`config.mk`:
```
export PLATFORM = sky130hd
export DESIGN_NAME = uart_prog_loader_flat
export DESIGN_NICKNAME = d
export VERILOG_FILES = /design/src/rtl/uart_prog_loader_if.sv /design/src/rtl/uart_prog_loader.sv /design/src/flat_wrapper.sv
export SDC_FILE = /design/constraint.sdc
export NUM_CORES = 1
export LEC_CHECK = 0
export ABC_AREA = 1
export CAP_MARGIN = 5
export CORE_MARGIN = 3
export CORE_UTILIZATION = 47
export CTS_BUF_LIST = sky130_fd_sc_hd__clkbuf_8
export DETAILED_ROUTE_END_ITERATION = 12
export PLACE_DENSITY = 0.68
export SLEW_MARGIN = 20
export SYNTH_ARGS = -nofsm -noshare
export SYNTH_HDL_FRONTEND = slang
export SYNTH_SLANG_ARGS = --single-unit
```
`constraint.sdc`:
```
create_clock -name clk -period 3.2 [get_ports clk]
set_input_delay 0.64 -clock clk [delete_from_list [all_inputs] [get_ports clk]]
set_output_delay 0.64 -clock clk [all_outputs]
set_load 0.005 [all_outputs]
```
`src/rtl/uart_prog_loader_if.sv`:
```
// Instruction-memory write port driven by the UART program loader.
// The loader uses the master side; the memory's port B uses the slave side.
interface uart_prog_loader_if #(
  parameter int ADDR_W = 14
);
  logic              wr_en;
  logic [ADDR_W-1:0] wr_addr;
  logic [31:0]       wr_data;

  modport master (output wr_en, output wr_addr, output wr_data);
  modport slave  (input  wr_en, input  wr_addr, input  wr_data);
endinterface

```
`src/rtl/uart_prog_loader.sv`:
```
// UART program loader: receives a little-endian program image over a serial
// line and writes it word by word into the instruction memory. The CPU is
// held in reset from the start of a load until the idle timeout ends it.
module uart_prog_loader #(
  parameter int CLKS_PER_BIT = 868,
  parameter int ADDR_W       = 14,
  parameter int IDLE_TIMEOUT = 10_000_000
) (
  input  logic              clk,
  input  logic              rst,
  input  logic              start,
  input  logic              uart_rx,
  uart_prog_loader_if.master mem,
  output logic              cpu_rst_n,
  output logic              loading,
  output logic              done,
  output logic [ADDR_W:0]   word_count,
  output logic              frame_err,
  output logic              overflow
);

  localparam int HALF_BIT = CLKS_PER_BIT / 2;
  localparam int TW       = $clog2(CLKS_PER_BIT + 1);
  localparam int IW       = $clog2(IDLE_TIMEOUT + 1);
  localparam int CW       = ADDR_W + 1;

  typedef enum logic [1:0] {RX_IDLE, RX_START, RX_DATA, RX_STOP} rx_state_t;
  typedef enum logic [1:0] {ST_IDLE, ST_WAIT_FIRST, ST_LOAD, ST_DONE} state_t;

  logic          rx_meta, rx_sync, rx_prev;
  rx_state_t     rx_state;
  logic [TW-1:0] bit_timer;
  logic [2:0]    bit_idx;
  logic [7:0]    rx_shift;
  logic          byte_valid;
  logic          frame_pulse;

  state_t        state;
  logic [1:0]    lane;
  logic [31:0]   word_buf;
  logic [IW-1:0] idle_cnt;
  logic          mem_full;

  assign mem_full = word_count[ADDR_W];

  // Bring the asynchronous serial line into the clock domain and keep the
  // previous sample so a genuine high-to-low edge can be detected.
  always_ff @(posedge clk or negedge rst) begin
    if (!rst) begin
      rx_meta <= 1'b1;
      rx_sync <= 1'b1;
      rx_prev <= 1'b1;
    end else begin
      rx_meta <= uart_rx;
      rx_sync <= rx_meta;
      rx_prev <= rx_sync;
    end
  end

  // Receiver: validate the start bit at mid-bit, shift in 8 bits LSB-first,
  // then either deliver the byte or flag a framing error from the stop bit.
  always_ff @(posedge clk or negedge rst) begin
    if (!rst) begin
      rx_state    <= RX_IDLE;
      bit_timer   <= '0;
      bit_idx     <= '0;
      rx_shift    <= '0;
      byte_valid  <= 1'b0;
      frame_pulse <= 1'b0;
    end else begin
      byte_valid  <= 1'b0;
      frame_pulse <= 1'b0;
      case (rx_state)
        RX_IDLE: begin
          if (rx_prev && !rx_sync) begin
            rx_state  <= RX_START;
            bit_timer <= '0;
          end
        end
        RX_START: begin
          if (bit_timer == TW'(HALF_BIT - 1)) begin
            bit_timer <= '0;
            bit_idx   <= '0;
            rx_state  <= rx_sync ? RX_IDLE : RX_DATA;
          end else begin
            bit_timer <= bit_timer + TW'(1);
          end
        end
        RX_DATA: begin
          if (bit_timer == TW'(CLKS_PER_BIT - 1)) begin
            bit_timer <= '0;
            rx_shift  <= {rx_sync, rx_shift[7:1]};
            if (bit_idx == 3'd7) rx_state <= RX_STOP;
            else bit_idx <= bit_idx + 3'd1;
          end else begin
            bit_timer <= bit_timer + TW'(1);
          end
        end
        RX_STOP: begin
          if (bit_timer == TW'(CLKS_PER_BIT - 1)) begin
            bit_timer <= '0;
            rx_state  <= RX_IDLE;
            if (rx_sync) byte_valid  <= 1'b1;
            else         frame_pulse <= 1'b1;
          end else begin
            bit_timer <= bit_timer + TW'(1);
          end
        end
        default: rx_state <= RX_IDLE;
      endcase
    end
  end

  // Load controller: arms on start, packs bytes into words, strobes the
  // memory write, flushes a partial word at timeout and then releases the CPU.
  always_ff @(posedge clk or negedge rst) begin
    if (!rst) begin
      state       <= ST_IDLE;
      mem.wr_en   <= 1'b0;
      mem.wr_addr <= '0;
      mem.wr_data <= '0;
      cpu_rst_n   <= 1'b1;
      loading     <= 1'b0;
      done        <= 1'b0;
      word_count  <= '0;
      frame_err   <= 1'b0;
      overflow    <= 1'b0;
      lane        <= '0;
      word_buf    <= '0;
      idle_cnt    <= '0;
    end else begin
      mem.wr_en <= 1'b0;
      case (state)
        ST_IDLE, ST_DONE: begin
          if (start) begin
            state      <= ST_WAIT_FIRST;
            loading    <= 1'b1;
            cpu_rst_n  <= 1'b0;
            done       <= 1'b0;
            word_count <= '0;
            lane       <= '0;
            word_buf   <= '0;
            frame_err  <= 1'b0;
            overflow   <= 1'b0;
            idle_cnt   <= '0;
          end
        end
        ST_WAIT_FIRST, ST_LOAD: begin
          if (byte_valid) begin
            state    <= ST_LOAD;
            idle_cnt <= '0;
            if (mem_full) begin
              overflow <= 1'b1;
            end else if (lane == 2'd3) begin
              mem.wr_en   <= 1'b1;
              mem.wr_addr <= word_count[ADDR_W-1:0];
              mem.wr_data <= {rx_shift, word_buf[23:0]};
              word_count  <= word_count + CW'(1);
              lane        <= '0;
              word_buf    <= '0;
            end else begin
              word_buf[8*lane +: 8] <= rx_shift;
              lane                  <= lane + 2'd1;
            end
          end else if (state == ST_LOAD) begin
            if (idle_cnt == IW'(IDLE_TIMEOUT)) begin
              state     <= ST_DONE;
              loading   <= 1'b0;
              cpu_rst_n <= 1'b1;
              done      <= 1'b1;
            end else begin
              idle_cnt <= idle_cnt + IW'(1);
              if (idle_cnt == IW'(IDLE_TIMEOUT - 1) && lane != 2'd0) begin
                mem.wr_en   <= 1'b1;
                mem.wr_addr <= word_count[ADDR_W-1:0];
                mem.wr_data <= word_buf;
                word_count  <= word_count + CW'(1);
                lane        <= '0;
                word_buf    <= '0;
              end
            end
          end
        end
        default: state <= ST_IDLE;
      endcase
      if (frame_pulse) frame_err <= 1'b1;
    end
  end

endmodule
```
`src/flat_wrapper.sv`:
```
// flat-port wrapper written by rule: the top's interface ports become plain ports
module uart_prog_loader_flat 
#(
  parameter int CLKS_PER_BIT = 868,
  parameter int ADDR_W       = 14,
  parameter int IDLE_TIMEOUT = 10_000_000
)
  (clk, rst, start, uart_rx, cpu_rst_n, loading, done, word_count, frame_err, overflow, mem_wr_en, mem_wr_addr, mem_wr_data);
  uart_prog_loader_if #(.ADDR_W(ADDR_W)) mem_i ();
  input  logic clk;
  input  logic rst;
  input  logic start;
  input  logic uart_rx;
  output logic cpu_rst_n;
  output logic loading;
  output logic done;
  output logic [ADDR_W:0] word_count;
  output logic frame_err;
  output logic overflow;
  output wire logic [$bits(mem_i.wr_en)-1:0] mem_wr_en;
  output wire logic [$bits(mem_i.wr_addr)-1:0] mem_wr_addr;
  output wire logic [$bits(mem_i.wr_data)-1:0] mem_wr_data;
  assign mem_wr_en = mem_i.wr_en;
  assign mem_wr_addr = mem_i.wr_addr;
  assign mem_wr_data = mem_i.wr_data;
  uart_prog_loader #(.CLKS_PER_BIT(CLKS_PER_BIT), .ADDR_W(ADDR_W), .IDLE_TIMEOUT(IDLE_TIMEOUT)) u_core (.clk(clk), .rst(rst), .start(start), .uart_rx(uart_rx), .mem(mem_i), .cpu_rst_n(cpu_rst_n), .loading(loading), .done(done), .word_count(word_count), .frame_err(frame_err), .overflow(overflow));
endmodule
```
# Word level (Yosys, flattened, before mapping)
# Cells that the tools add are included.
# classes
mux	90
addsub	6
eq_ne	33
n_shift	2
n_reduce_logical	26
# ops
operator	count
two-way mux 32 bit	13
two-way mux 15 bit	7
two-way mux 24 bit	4
two-way mux 14 bit	6
case mux 32 bit (2 select lines)	1
equality test 24 bit, second input constant	2
case mux 24 bit (2 select lines)	1
two-way mux 2 bit	17
negator 5 -> 34 bit	1
variable shift 8 x 34 -> 32 bit, first input constant	1
indexed part select 8 x 34 -> 32 bit	1
bitwise mux 32 bit	1
two-way mux 10 bit	3
case mux 10 bit (3 select lines)	1
case mux 15 bit (2 select lines)	1
two-way mux 1 bit	25
adder 24 x 1 -> 24 bit, second input constant	1
inequality test 2 x 1 -> 1 bit, second input constant	10
adder 15 x 1 -> 15 bit, second input constant	1
AND reduction 4 bit	3
AND reduction 6 bit	2
nonzero test 2 bit	6
adder 10 x 1 -> 10 bit, second input constant	1
equality test 10 bit, second input constant	1
22 further kinds	47
# totals
elab_cells	180
ff_bits	155
output_inout_bits	67
in_bits	4

# Logic depth before layout (Yosys ltp)
# depth
depth_word	7
depth_mapped	13
depth_no_buf	11

# Worst setup path before layout
# OpenSTA, ideal clock, no wires.
# synth_path
path_kind	register -> register
start	register u_core.lane[0]
end	register u_core.word_buf[23]
setup_ps	117
required_time_ps	3083
n_path_buf	2
arrival_ps	2114
stages_incl_launch_ff	11
setup_slack_ps	969
cell_sequence	dfrtp_1 -> clkbuf_1 -> inv_1 -> ha_1 -> nor3_1 -> nand3_1 -> o21ai_4 -> nand4_4 -> buf_6 -> nand2_1 -> o21ai_2
# synth_via
elab_chain_cells	7
elab_cells_between_ends	13
cone_classes	add/sub (1); eq/ne (2); shift (2); mux (5); reduce/logical (3)
# synth_rtl
item	line_no	text
start, declared	uart_prog_loader.sv:39	logic [1:0] lane;
start signal, assigned	uart_prog_loader.sv:163	lane <= lane + 2'd1;
negator 5 -> 34 bit	uart_prog_loader.sv:162	word_buf[8*lane +: 8] <= rx_shift;
indexed part select 8 x 34 -> 32 bit / variable shift 8 x 34 -> 32 bit (equally long branches)	uart_prog_loader.sv:162	
bitwise mux 32 bit	uart_prog_loader.sv:162	
two-way mux 32 bit	uart_prog_loader.sv:154	end else if (lane == 2'd3) begin
two-way mux 32 bit	uart_prog_loader.sv:152	if (mem_full) begin
two-way mux 32 bit	uart_prog_loader.sv:149	if (byte_valid) begin
case mux 32 bit (2 select lines)	uart_prog_loader.sv:133	case (state)
end signal, assigned by index	uart_prog_loader.sv:162	
end, declared	uart_prog_loader.sv:40	logic [31:0] word_buf;
# Parallel ways exist; a longest one is shown, timed or not. The select of a mux whose other input is x is not followed.
# A chain may end at the register's enable or synchronous reset.

# Worst setup path after layout
# layout_path
start	register u_core.lane[0]
end	register u_core.word_count[10]
# layout_via
elab_chain_cells	4
elab_cells_between_ends	6
cone_classes	eq/ne (3); reduce/logical (3)
# layout_rtl
item	line_no	text
nonzero test 2 bit	uart_prog_loader.sv:173	if (idle_cnt == IW'(IDLE_TIMEOUT - 1) && lane != 2'd0) begin
logical AND 1 bit	uart_prog_loader.sv:173	
inequality test 3 x 1 -> 1 bit (no source line)	-	
AND reduction 6 bit (no source line) (*)	-	
end signal, assigned	uart_prog_loader.sv:158	word_count <= word_count + CW'(1);
end signal, assigned	uart_prog_loader.sv:177	word_count <= word_count + CW'(1);
end, declared	uart_prog_loader.sv:17	output logic [ADDR_W:0] word_count,
# Mark *: on every way between the ends. The rest lies on a longest branch, timed or not.

==> impl_metrics.py <==
metrics = {
    "run_status": {
        "status": "finished, final reports clean",
    },
    "placed_design": {
        "dp_hpwl_um": 12700,
        "io_buffers": 70,
        "place_ws_ns": 0.606,
        "gp_congestion": 0.869,
        "post-place-cells": 1228,
    },
    "timing": {
        "fmax_ghz": 0.381,
        "slew_headroom_pct": 49.8,
        "finalSetupViolations": 0,
        "tns_ns": 0,
        "fin_skew_ns": 0.0153,
        "maxSlewViolCount": 0,
        "layout_setup_ws_ns": 0.572,
        "fin_crit_sh_pct": 82.1,
        "hold_viol_final": 0,
        "worst_pin_slew_ns": 0.750,
        "finalCriticalPeriod_ns": 2.63,
        "rsz0062_at_grt": "false",
    },
    "setup_path": {
        "critPathMaxStageDelay_ns": 0.54,
        "slowest_stage": "dfrtp_1",
        "criticalPathCategory": "reg2reg",
        "rr_worst_depth": 8,
        "path_max_fanout": 32,
        "cp-end-kind": "register",
        "crit_chain": "inv_1, ha_1, nor3_1, nand3_1, o21ai_4, nand4_4, nand2_1, o21ai_2",
        "crit_path_start_kind": "register",
        "required_ns": 3.54,
        "arrival_ns": 2.97,
    },
    "detailed_routing": {
        "wl_um": 18200,
        "wire_per_inst_um": 14.4,
        "dr.pass1.iters": 5,
        "drtAntennaViolNets": 0,
        "vias": 6465,
        "drt-initial-drc-count": 481,
        "drc": 0,
        "vias_per_cell": 5.13,
    },
    "cts": {
        "clkTransAtPathRegs_ns": 0.10,
        "clk_latency_ns": 0.46,
        "clock_path_buffers": 2,
        "cts_buffers": 17,
        "root_buffer": "clkbuf_8",
        "hold_buffers": 0,
        "cts_tree": "yes",
        "cts_setup_buffers": 0,
        "cts_resized": 0,
        "htree_levels": 4,
        "cts.sinks": 155,
    },
    "synth": {
        "synth.cell_area_mm2": 0.00792,
        "synth_nets": 981,
        "ys_seq_elements": 155,
        "ys_seq_area_share_pct": 49.1,
        "synth.avg_cell_area_um2": 8.22,
        "synth_cell_types": 44,
        "syn_inst": 963,
        "yosysWarningCount": 0,
    },
    "cells_and_area": {
        "n_antenna_cell": 0,
        "area_delta_synth_final_pct": 16.0,
        "nNetsFinal": 1049,
        "seqCellArea_mm2": 0.00388,
        "multiInputGateArea_mm2": 0.00351,
        "layout_common_cells": "nand2_1, dfrtp_1, nor2_1, clkdlybuf4s50_1, inv_1",
        "n_fill_cell": 1509,
        "fin_cells": 1260,
        "drive_gt1_share_pct": 11.3,
        "final_common_cell": "nand2_1",
    },
    "pwr": {
        "power_density_mw_per_mm2": 415,
        "irDropWorstVdd_v": 0.000308,
        "power_leakage_uw": 0.00427,
    },
    "floorplanning": {
        "start_util_pct": 48.9,
        "die_x_um": 136,
        "row_count": 46,
        "dieArea_mm2": 0.0184,
        "die_h_um": 136,
        "io_pins": 71,
        "core_area_mm2": 0.0162,
    },
    "global_routing": {
        "grt_start_max_net_pins": 76,
        "grt_pass1_vias": 6153,
        "grt_util_all_layers_pct": 20.9,
        "overflow": 0,
        "antenna_found_initial": 0,
        "grt_pass1_wl_um": 31000,
    },
    "flow_run": {
        "drv_cap": 0,
    },
    "min_path": {
        "hp-class": "in2async",
    },
}
critical path: cells and delay by family, from the launching register on:
kind,cells,cell delay [ns]
fa+ha+maj,1,0.27
compound gates,2,0.43
simple gates,4,1.09
buf+inv,1,0.17
flops,1,0.54
metal layers:
metal | GRT usage, % | up-vias | routed length (µm)
li1 | - | 3269 | -
met1 | 30.8 | 3046 | 9150
met2 | 31.0 | 132 | 8050
met3 | 4.38 | 18 | 773
met4 | 6.44 | 0 | 216
met5 | 0 | - | 0
flip-flops by register name, summed over array words and instances, names as in the netlist, named ones only:
| register | flops |
|---|---|
| u_core.idle_cnt | 24 |
| u_core.byte_valid | 1 |
| u_core.done | 1 |
| u_core.frame_err | 1 |
| u_core.mem.wr_en | 1 |
| u_core.rx_prev | 1 |
| u_core.rx_state | 1 |
| u_core.loading | 1 |
| u_core.bit_idx | 3 |
| u_core.rx_shift | 8 |
| u_core.overflow | 1 |
| u_core.mem.wr_addr | 14 |
| u_core.state | 2 |
| u_core.lane | 2 |
| u_core.frame_pulse | 1 |
| u_core.rx_sync | 1 |
| u_core.word_buf | 32 |
| u_core.cpu_rst_n | 1 |
| u_core.word_count | 15 |
| u_core.mem.wr_data | 32 |
| u_core.bit_timer | 10 |
| u_core.rx_meta | 1 |
metrics by stage:
stage | total power, µW | hold slack, ns | area (µm²) | utilization (%)
after floorplan | 2230 | 0.344 | 7920 | -
after global placement | 2340 | 0.348 | 8790 | 54.3
after global routing | 3970 | 0.249 | 9180 | 56.8
after detailed placement | 2340 | 0.349 | 8790 | 54.3
final | 3810 | 0.215 | 9180 | 56.8
after CTS | 3840 | 0.228 | 9180 | 56.8
final timing paths:
| path | start | to | slack (ns) |
|---|---|---|---|
| max in group asynchronous | rst | u_core.rx_sync | 2.33 |
| setup / recovery | u_core.lane[0] | u_core.word_count[10] | 0.57 |
| min in group clk | u_core.rx_meta | u_core.rx_sync | 0.36 |
| hold reg to reg | u_core.rx_meta | u_core.rx_sync | 0.36 |
| setup reg to reg | u_core.lane[0] | u_core.word_count[10] | 0.57 |
| hold / removal | rst | u_core.idle_cnt[13] | 0.22 |
power breakdown:
part           internal [µW]  switching (µW)  total, µW
combinational           75.9             196        272
clock                    708             794       1500
sequential              1990            39.9       2030
total                   2780            1030       3810
logic make-up after synthesis:
group	Yosys count	share of synthesized area, %
DFF	155	49.1
AOI/OAI and AO/OA	113	9.17
adders and majority gates	14	2.21
and+or+nand+nor	543	30.1
buffers and inverters	114	6.67
xor gates and xnor gates	15	1.66
muxes	9	1.15
synth_stat cells, drive strengths merged:
cell,instances,area (µm²)
nand4,39,319
nor3b,1,7.51
dfrtp,151,3780
dfstp,4,105
nand3,56,293
xor2,11,96.3
ha,14,175
mux2,1,11.3
o31ai,1,7.51
a31oi,1,6.26
xnor2,4,35.0
o211ai,1,7.51
a21o,1,7.51
nand2,345,1300
o21bai,1,7.51
clkbuf,8,30.0
nand3b,2,15.0
o22ai,2,12.5
nor2,79,328
a21oi,7,46.3
clkinv,3,11.3
nor3,17,90.1
inv,80,300
buf,23,186
mux2i,8,80.1
or2,4,25.0
o21ai,99,631
layout make-up:
| cell class | instances | share of cell area (%) |
|---|---|---|
| timing repair buffer | 80 | 8.87 |
| multi-input combinational | 694 | 38.2 |
| inverter | 83 | 3.39 |
| tap | 216 | 2.94 |
| clock buffer | 17 | 2.55 |
| clock inverter | 15 | 1.76 |
| sequential | 155 | 42.3 |
Note: power is estimated with default switching activity, not from simulation.
